<file path="src/rtl/alarm_pkg.sv">
// rtl/alarm_pkg.sv - shared state enum, default timing and counter width helper for the alarm ringer
// SNOOZE state exists only when ALARM_RINGER_SNOOZE_EN is defined.
package alarm_pkg;

   typedef enum logic [1:0] {
      ST_IDLE   = 2'd0,
      ST_RING   = 2'd1
`ifdef ALARM_RINGER_SNOOZE_EN
      ,
      ST_SNOOZE = 2'd2
`endif
   } ring_state_t;

   localparam int DEF_RING_TIMEOUT_S = 60;
   localparam int DEF_SNOOZE_S       = 300;
   localparam int DEF_MAX_SNOOZE     = 3;
   localparam int DEF_TONE_HALF      = 25000;

   // Bits needed to hold 0..max_val, never less than one.
   function automatic int cnt_width(input int max_val);
      return (max_val < 2) ? 1 : $clog2(max_val + 1);
   endfunction

endpackage

</file>
<file path="src/rtl/alarm_tone_gen.sv">
// rtl/alarm_tone_gen.sv - buzzer tone divider, toggles TONE every TONE_HALF cycles while EN
// Dropping EN clears both the divider and the tone so each burst starts from the same phase.
module alarm_tone_gen
   import alarm_pkg::*;
#(
   parameter int TONE_HALF = DEF_TONE_HALF
) (
   input  logic CLK,
   input  logic RESETN,
   input  logic EN,
   output logic TONE
);

   localparam int DW = cnt_width(TONE_HALF);
   localparam logic [DW-1:0] DIV_LAST = DW'(TONE_HALF - 1);

   logic [DW-1:0] div_cnt;

   always_ff @(posedge CLK or negedge RESETN) begin
      if (!RESETN) begin
         div_cnt <= '0;
         TONE    <= 1'b0;
      end else if (!EN) begin
         div_cnt <= '0;
         TONE    <= 1'b0;
      end else if (div_cnt == DIV_LAST) begin
         div_cnt <= '0;
         TONE    <= ~TONE;
      end else begin
         div_cnt <= div_cnt + 1'b1;
      end
   end

endmodule

</file>
<file path="src/rtl/alarm_ringer.sv">
// rtl/alarm_ringer.sv - alarm ringing FSM with timeout, optional snooze and buzzer gating
// Snooze support is compiled in with ALARM_RINGER_SNOOZE_EN.
module alarm_ringer
   import alarm_pkg::*;
#(
   parameter int RING_TIMEOUT_S = DEF_RING_TIMEOUT_S,
   parameter int SNOOZE_S       = DEF_SNOOZE_S,
   parameter int MAX_SNOOZE     = DEF_MAX_SNOOZE,
   parameter int TONE_HALF      = DEF_TONE_HALF
) (
   input  logic                            CLK,
   input  logic                            RESETN,
   input  logic                            ALARM_DOING,
   input  logic                            SEC_TICK,
   input  logic                            STOP_KEY,
   input  logic                            SNOOZE_KEY,
   output logic                            BUZZER,
   output logic                            RINGING,
   output logic                            SNOOZING,
   output logic [$clog2(MAX_SNOOZE+1)-1:0] SNOOZE_LEFT,
   output logic                            ALARM_ACK
);

   localparam int SLW     = $clog2(MAX_SNOOZE + 1);
   localparam int CNT_MAX = (RING_TIMEOUT_S > SNOOZE_S) ? RING_TIMEOUT_S : SNOOZE_S;
   localparam int CW      = cnt_width(CNT_MAX);
   localparam logic [CW-1:0] RING_LAST = CW'(RING_TIMEOUT_S - 1);

   ring_state_t   state_q, state_d;
   logic [CW-1:0] cnt_q, cnt_d, cnt_inc;
   logic          ack_q, ack_d;
   logic          ringing_q;
   logic          alarm_prev;
   logic          alarm_rise;
   logic          buzz_en;

   assign alarm_rise = ALARM_DOING & ~alarm_prev;
   assign cnt_inc    = (&cnt_q) ? cnt_q : cnt_q + 1'b1;

`ifdef ALARM_RINGER_SNOOZE_EN
   localparam logic [CW-1:0] SNZ_LAST = CW'(SNOOZE_S - 1);
   logic [SLW-1:0] left_q, left_d;
   logic           snoozing_q;
`endif

   always_comb begin
      state_d = state_q;
      cnt_d   = cnt_q;
      ack_d   = 1'b0;
`ifdef ALARM_RINGER_SNOOZE_EN
      left_d  = left_q;
`endif
      case (state_q)
         ST_IDLE: begin
            if (alarm_rise) begin
               state_d = ST_RING;
               cnt_d   = '0;
`ifdef ALARM_RINGER_SNOOZE_EN
               left_d  = SLW'(MAX_SNOOZE);
`endif
            end
         end
         ST_RING: begin
            // Stop outranks snooze, which outranks the timeout tick.
            if (STOP_KEY) begin
               state_d = ST_IDLE;
               ack_d   = 1'b1;
            end
`ifdef ALARM_RINGER_SNOOZE_EN
            else if (SNOOZE_KEY && (left_q != '0)) begin
               state_d = ST_SNOOZE;
               left_d  = left_q - 1'b1;
               cnt_d   = '0;
            end
`endif
            else if (SEC_TICK) begin
               if (cnt_q >= RING_LAST) begin
                  state_d = ST_IDLE;
                  ack_d   = 1'b1;
               end else begin
                  cnt_d = cnt_inc;
               end
            end
         end
`ifdef ALARM_RINGER_SNOOZE_EN
         ST_SNOOZE: begin
            if (STOP_KEY) begin
               state_d = ST_IDLE;
               ack_d   = 1'b1;
            end else if (SEC_TICK) begin
               if (cnt_q >= SNZ_LAST) begin
                  state_d = ST_RING;
                  cnt_d   = '0;
               end else begin
                  cnt_d = cnt_inc;
               end
            end
         end
`endif
         default: state_d = ST_IDLE;
      endcase
   end

   always_ff @(posedge CLK or negedge RESETN) begin
      if (!RESETN) begin
         state_q    <= ST_IDLE;
         cnt_q      <= '0;
         ack_q      <= 1'b0;
         ringing_q  <= 1'b0;
         alarm_prev <= 1'b0;
      end else begin
         state_q    <= state_d;
         cnt_q      <= cnt_d;
         ack_q      <= ack_d;
         ringing_q  <= (state_d == ST_RING);
         alarm_prev <= ALARM_DOING;
      end
   end

`ifdef ALARM_RINGER_SNOOZE_EN
   always_ff @(posedge CLK or negedge RESETN) begin
      if (!RESETN) begin
         left_q     <= '0;
         snoozing_q <= 1'b0;
      end else begin
         left_q     <= left_d;
         snoozing_q <= (state_d == ST_SNOOZE);
      end
   end

   assign SNOOZING    = snoozing_q;
   assign SNOOZE_LEFT = left_q;
`else
   logic unused_snooze_key;
   assign unused_snooze_key = SNOOZE_KEY;
   assign SNOOZING          = 1'b0;
   assign SNOOZE_LEFT       = '0;
`endif

   // Tone sounds in even seconds of RING: 1 s on, 1 s off, starting on.
   assign buzz_en = (state_q == ST_RING) && !cnt_q[0];

   alarm_tone_gen #(
      .TONE_HALF(TONE_HALF)
   ) u_tone (
      .CLK   (CLK),
      .RESETN(RESETN),
      .EN    (buzz_en),
      .TONE  (BUZZER)
   );

   assign RINGING   = ringing_q;
   assign ALARM_ACK = ack_q;

endmodule
</file>
<file path="config.mk">
export PLATFORM = sky130hd
export DESIGN_NAME = alarm_ringer
export DESIGN_NICKNAME = d
export VERILOG_FILES = /design/src/rtl/alarm_pkg.sv /design/src/rtl/alarm_tone_gen.sv /design/src/rtl/alarm_ringer.sv
export SDC_FILE = /design/constraint.sdc
export NUM_CORES = 1
export LEC_CHECK = 0
export CAP_MARGIN = 20
export CORE_ASPECT_RATIO = 2
export CORE_MARGIN = 5
export CORE_UTILIZATION = 45
export DETAILED_ROUTE_END_ITERATION = 16
export GPL_TIMING_DRIVEN = 0
export HOLD_SLACK_MARGIN = 0.05
export PLACE_DENSITY = 0.77
export SYNTH_ARGS = -nofsm -noshare
export SYNTH_HDL_FRONTEND = slang
export SYNTH_SLANG_ARGS = --single-unit
</file>
<file path="constraint.sdc">
create_clock -name CLK -period 2.2 [get_ports CLK]
set_input_delay 0.44 -clock CLK [delete_from_list [all_inputs] [get_ports CLK]]
set_output_delay 0.44 -clock CLK [all_outputs]
set_load 0.005 [all_outputs]
</file>
## Word-level counts from Yosys, hierarchy flattened

Cells that the tools add are included.

- Eq/ne operators: 9
- Add/subtract/negate cells: 2
- Multiplexer cells: 19
- Reductions and logical operators: 6
- $lt $le $gt $ge: 1
- Bitwise gates (word level): 3

Operator list:

| operator | count |
|---|---|
| 2-to-1 mux 9 bit | 5 |
| 2-to-1 mux 15 bit | 2 |
| case mux 9 bit (2 select lines) | 1 |
| adder 15 x 1 -> 15 bit, second input constant | 1 |
| equality test 15 bit, second input constant | 1 |
| != test 2 bit, second input constant | 6 |
| adder 9 x 1 -> 9 bit, second input constant | 1 |
| greater-or-equal comparator 9 x 6 -> 1 bit, second input constant | 1 |
| AND reduction 9 bit | 1 |
| 2-to-1 mux 2 bit | 4 |
| 2-to-1 mux 1 bit | 6 |
| AND reduction 6 bit | 1 |
| equality test 2 x 1 -> 1 bit, second input constant | 2 |
| case mux 2 bit (2 select lines) | 1 |
| logical NOT 2 bit | 1 |
| NOT 1 bit | 2 |
| nonzero test 2 bit | 1 |
| bitwise AND 1 bit | 1 |
| logical AND 1 bit | 1 |
| logical NOT 1 bit | 1 |

- Output and inout bits: 6
- Bits of input ports: 6
- Word-level logic and storage cells: 47
- Bits in registers: 30

## Longest topological paths before layout

- Depth in word-level cells: 6
- Gate-level depth with buffers: 8
- Depth with buffers taken out: 8

## Cells and area by module

A second synthesis with hierarchy kept.

- Cells, all modules: 142
- Area total of the unflattened synthesis: 1508.9 um2

By module, submodules not included:

| module | cells an instance | times used | sequential area each (um2) | area an instance (um2) |
|---|---|---|---|---|
| alarm_tone_gen | 77 | 1 | 400.4 | 809.5 |
| alarm_ringer | 65 | 1 | 350.3 | 699.4 |

## Least setup slack after synthesis

OpenSTA, ideal clock, no wires.

- Path type: reg-to-reg
- Start: register cnt_q[0]
- End: register cnt_q[0]
- Cell stages (with the launch flop): 9
- Buffers on the path: 0
- Required time: 2.075 ns
- Arrival: 2.005 ns
- Clock period less this slack: 2.129 ns
- Slack: 0.071 ns
- Setup time: 0.125 ns
- Path through: dfrtp_1 > ha_1 > nand3_1 > nor2_1 > ha_1 > nor4b_4 > nand2_2 > a21oi_2 > mux2_2

- Word-level cells in the longest chain between the ends: 6
- Elaborated cells between the ends (all ways): 11
- Those cells by class: add/sub (1); order compare (1); eq/ne (2); mux (5); reduce/logical (2)

Ends and longest elaborated chain:

| element | RTL line | RTL |
|---|---|---|
| start, declared | alarm_ringer.sv:30 | `logic [CW-1:0] cnt_q, cnt_d, cnt_inc;` |
| start signal, assigned | alarm_ringer.sv:113 | `cnt_q <= cnt_d;` |
| adder 9 x 1 -> 9 bit | alarm_ringer.sv:38 | `assign cnt_inc = (&cnt_q) ? cnt_q : cnt_q + 1'b1;` |
| 2-to-1 mux 9 bit | alarm_ringer.sv:38 |  |
| 2-to-1 mux 9 bit | alarm_ringer.sv:77 | `if (cnt_q >= RING_LAST) begin` |
| 2-to-1 mux 9 bit | alarm_ringer.sv:76 | `else if (SEC_TICK) begin` |
| 2-to-1 mux 9 bit | alarm_ringer.sv:65 | `if (STOP_KEY) begin` |
| case mux 9 bit (2 select lines) | alarm_ringer.sv:53 | `case (state_q)` |

Parallel ways exist; a longest one is shown, timed or not. The select of a mux whose other input is x is not followed.
A chain may end at the register's enable or synchronous reset.

## Final worst setup path

- Start: register cnt_q[1]
- End: register cnt_q[3]

Same word-level chain as after synthesis.

==> impl_metrics.ini <==
[pwr]
ir_drop_uv = 432
power.leakage_uw = 0.000726
powerDensity_nw_per_um2 = 591

[worst_setup_path]
crit_path_end_kind = flop
path_class = flop to flop
cp.required_ns = 2.40
arrival_ns = 2.25
crit_path_start_kind = flop
ff2ff_setup_slack_ns = 0.15
r2r_end = cnt_q[3]$_DFFE_PN0P_
critPathMaxFanout = 5
rr_startpoint = cnt_q[1]$_DFFE_PN0P_
rr_worst_depth = 8

[layout]
finalNetCount = 171
design_area_um2 = 1760
diodes = 0
stdcell_count = 193
seqCellArea_um2 = 753
syn2layout_area_growth_pct = 18.5
final_layout_size_suffix_gt1_share_pct = 17.9
multiInputGateArea_um2 = 726
fillers = 269

[run_status]
status = finished, final reports clean

[floorplan]
rows = 29
start_util_pct = 46.4
die_y_um = 91.1
core_area_um2 = 3190
io_pins = 12
dieWidth_um = 50.6
die_area_um2 = 4610

[timing]
hold_viol = 0
max_slew_margin_pct = 38.8
setup_violations = 0
clock.fmax_mhz = 488
period_minus_slack_ns = 2.05
worst-slew-pin-transition_ns = 0.905
slew_violations = 0
finalCritPeriodShare_pct = 93.1
final.setup_skew_ns = 0.00801
rsz0062_at_grt = false
setup_ws_ns = 0.152

[worst_hold_path]
min_from = u_tone.div_cnt[0]$_DFF_PN0_
min_delay_worst_endpoint = u_tone.div_cnt[0]$_DFF_PN0_
hold_class = flop to flop
whs_path_depth = 1

[clocking]
ctsRootBufferMaster = clkbuf_8
cts-buffers-inserted = 5
clkTransAtPathRegs_ns = 0.06
clockBufferDepth = 2
htree_levels = 2
clkLatencyLatePin_ns = 0.28
cts_tree = yes
cts_sinks = 30
cts_hold_buf = 0

[logic_synthesis]
synth_top_area_share_pct = 50.7
synth_area_leader_cell = dfrtp_1
synth.area.top_cells = dfrtp_1 (51%), nor2_1 (5.1%), xor2_1 (4.7%), xnor2_1 (3.5%), nand3_1 (3.4%)
syn_inst = 141
synth_most_common_cell = dfrtp_1
yosys_warnings = 0
ys_ff_latch = 30
ys_seq_area_share_pct = 50.7
synth_edf_count = 0
synth_area_per_cell_um2 = 10.5
synth_ff_type = dfrtp_1
async_flop_share_pct = 100
netlist_top_cells_count = dfrtp_1 (30), nor2_1 (20), nand3_1 (10)
synth.distinct_cells = 36
syn_area_um2 = 1480

[placement]
place_inst = 183
hpwl_mm = 2.25
dp_slack_ns = -0.124
placed_area_um2 = 1630
io_buffers = 7
gp_congestion = 0.880

[global_route]
met2_usage_pct = 25.2
grtUsageMet1_pct = 16.6
grt_max_degree = 19
top_usage_layer = met2
grt_pass1_vias = 1180
grt_usage_pct = 15.1
grtUsageMet3_pct = 3.93
antenna_found_initial = 0
grt_first_pass_wirelength_mm = 5.40
overflow = 0

[detailed_routing]
drc = 0
dr.first_iter.drc_count = 56
drt-vias-per-instance = 5.82
vias = 1123
antenna_left = 0
wl_per_cell_um = 15.9
drt-total-wl_mm = 3.07
firstDrtPassIters = 4

[flow_run]
maxCapViolations = 0
routing by layer:
layer  part of all wire [%]  up-vias  wire (µm)
met2                     57       26       1760
met5                      0        -          0
li1                       -      542          -
met3                    3.3       10        100
met4                    3.1        0         95
met1                     36      545       1120
repair_timing:
action | CTS | global route
buffers inserted | 2 | 1
gates resized for setup | 4 | 3
pin swaps | 2 | 1
setup endpoints to repair | 4 | 4
cloned | 0 | 0
state kept, by name, indices dropped and copies added (netlist names):
register and count:
ALARM_ACK 1, alarm_prev 1, u_tone.TONE 1, state_q 2
cnt_q 9, u_tone.div_cnt 15, RINGING 1
critical path, stage by stage, from the launching register on:
cell and delay, ns:
dfrtp_2 0.42, ha_2 0.21, nand3_2 0.10, nor2_1 0.06
ha_2 0.18, nor4b_4 0.24, nand2_2 0.14, or4_1 0.48
a21oi_1 0.15
where the power goes:
| group | internal [µW] | total (µW) | switching [µW] |
|---|---|---|---|
| combinational | 31.1 | 64.6 | 33.5 |
| sequential | 560 | 566 | 6.76 |
| clock | 211 | 406 | 195 |
| total | 802 | 1040 | 235 |
worst max-delay path by stage:
stage / depth (start not counted) / start / slack (ns) / end
finish: 8 / cnt_q[1]$_DFFE_PN0P_ / 0.15 / cnt_q[3]$_DFFE_PN0P_
global route: 8 / cnt_q[1]$_DFFE_PN0P_ / 0.03 / cnt_q[3]$_DFFE_PN0P_
floorplan: 8 / cnt_q[0]$_DFFE_PN0P_ / 0.07 / cnt_q[0]$_DFFE_PN0P_
CTS: 8 / cnt_q[1]$_DFFE_PN0P_ / 0.04 / cnt_q[3]$_DFFE_PN0P_
global placement: 8 / cnt_q[0]$_DFFE_PN0P_ / -0.11 / cnt_q[0]$_DFFE_PN0P_
detailed placement: 8 / cnt_q[0]$_DFFE_PN0P_ / -0.12 / cnt_q[0]$_DFFE_PN0P_
cell usage in the layout (no fill, tap or decap), types with 2 or more instances in the layout:
master and n:
and4_1 3, dfrtp_2 2, nand2_1 7, conb_1 4, clkdlybuf4s50_1 7, nor4b_1 2, a21oi_1 4, o21ai_0 2
a21o_1 2, buf_4 6, nand4_1 7, clkbuf_8 5, or4_1 2, mux2i_1 2, dfrtp_1 28, and2_1 2
xor2_1 8, and3_1 3, ha_2 2, nor4_1 3, inv_1 3, nand3_1 9, nor2_1 20, nor3_1 3
xnor2_1 6, clkinv_2 2
cell families (layout without fill, tap and decap cells):
logic type      Yosys count  count (layout)  synth area share, %
compound gates           14              14                 6.84
xor+xnor                 14              14                 8.28
fa+ha+maj                 3               3                 2.53
buf+inv                   7              25                 2.62
flops                    30              30                 50.7
mux                       3               3                 2.11
other cells               1               4                0.253
simple gates             69              69                 26.7
cell type report:
type                       count  share of cell area (%)
inverter                       3                   0.641
sequential                    30                    42.9
timing repair buffer          11                    6.84
buffer                         4                    1.57
tap                           31                    2.21
clock buffer                   5                    3.92
clock inverter                 2                   0.570
multi-input combinational    107                    41.3
metrics by stage:
stage          hold WS [ns]  utilization (%)  total power (µW)  setup TNS (ns)
2_1_floorplan         0.144                -               601               0
3_3_place_gp          0.445             50.2               629          -0.168
3_5_place_dp          0.452             51.0               636          -0.286
4_1_cts               0.460             54.3              1050               0
5_1_grt               0.489             55.0              1090               0
6_report              0.461             55.0              1040               0
Note: power is estimated with default switching activity, not from simulation.
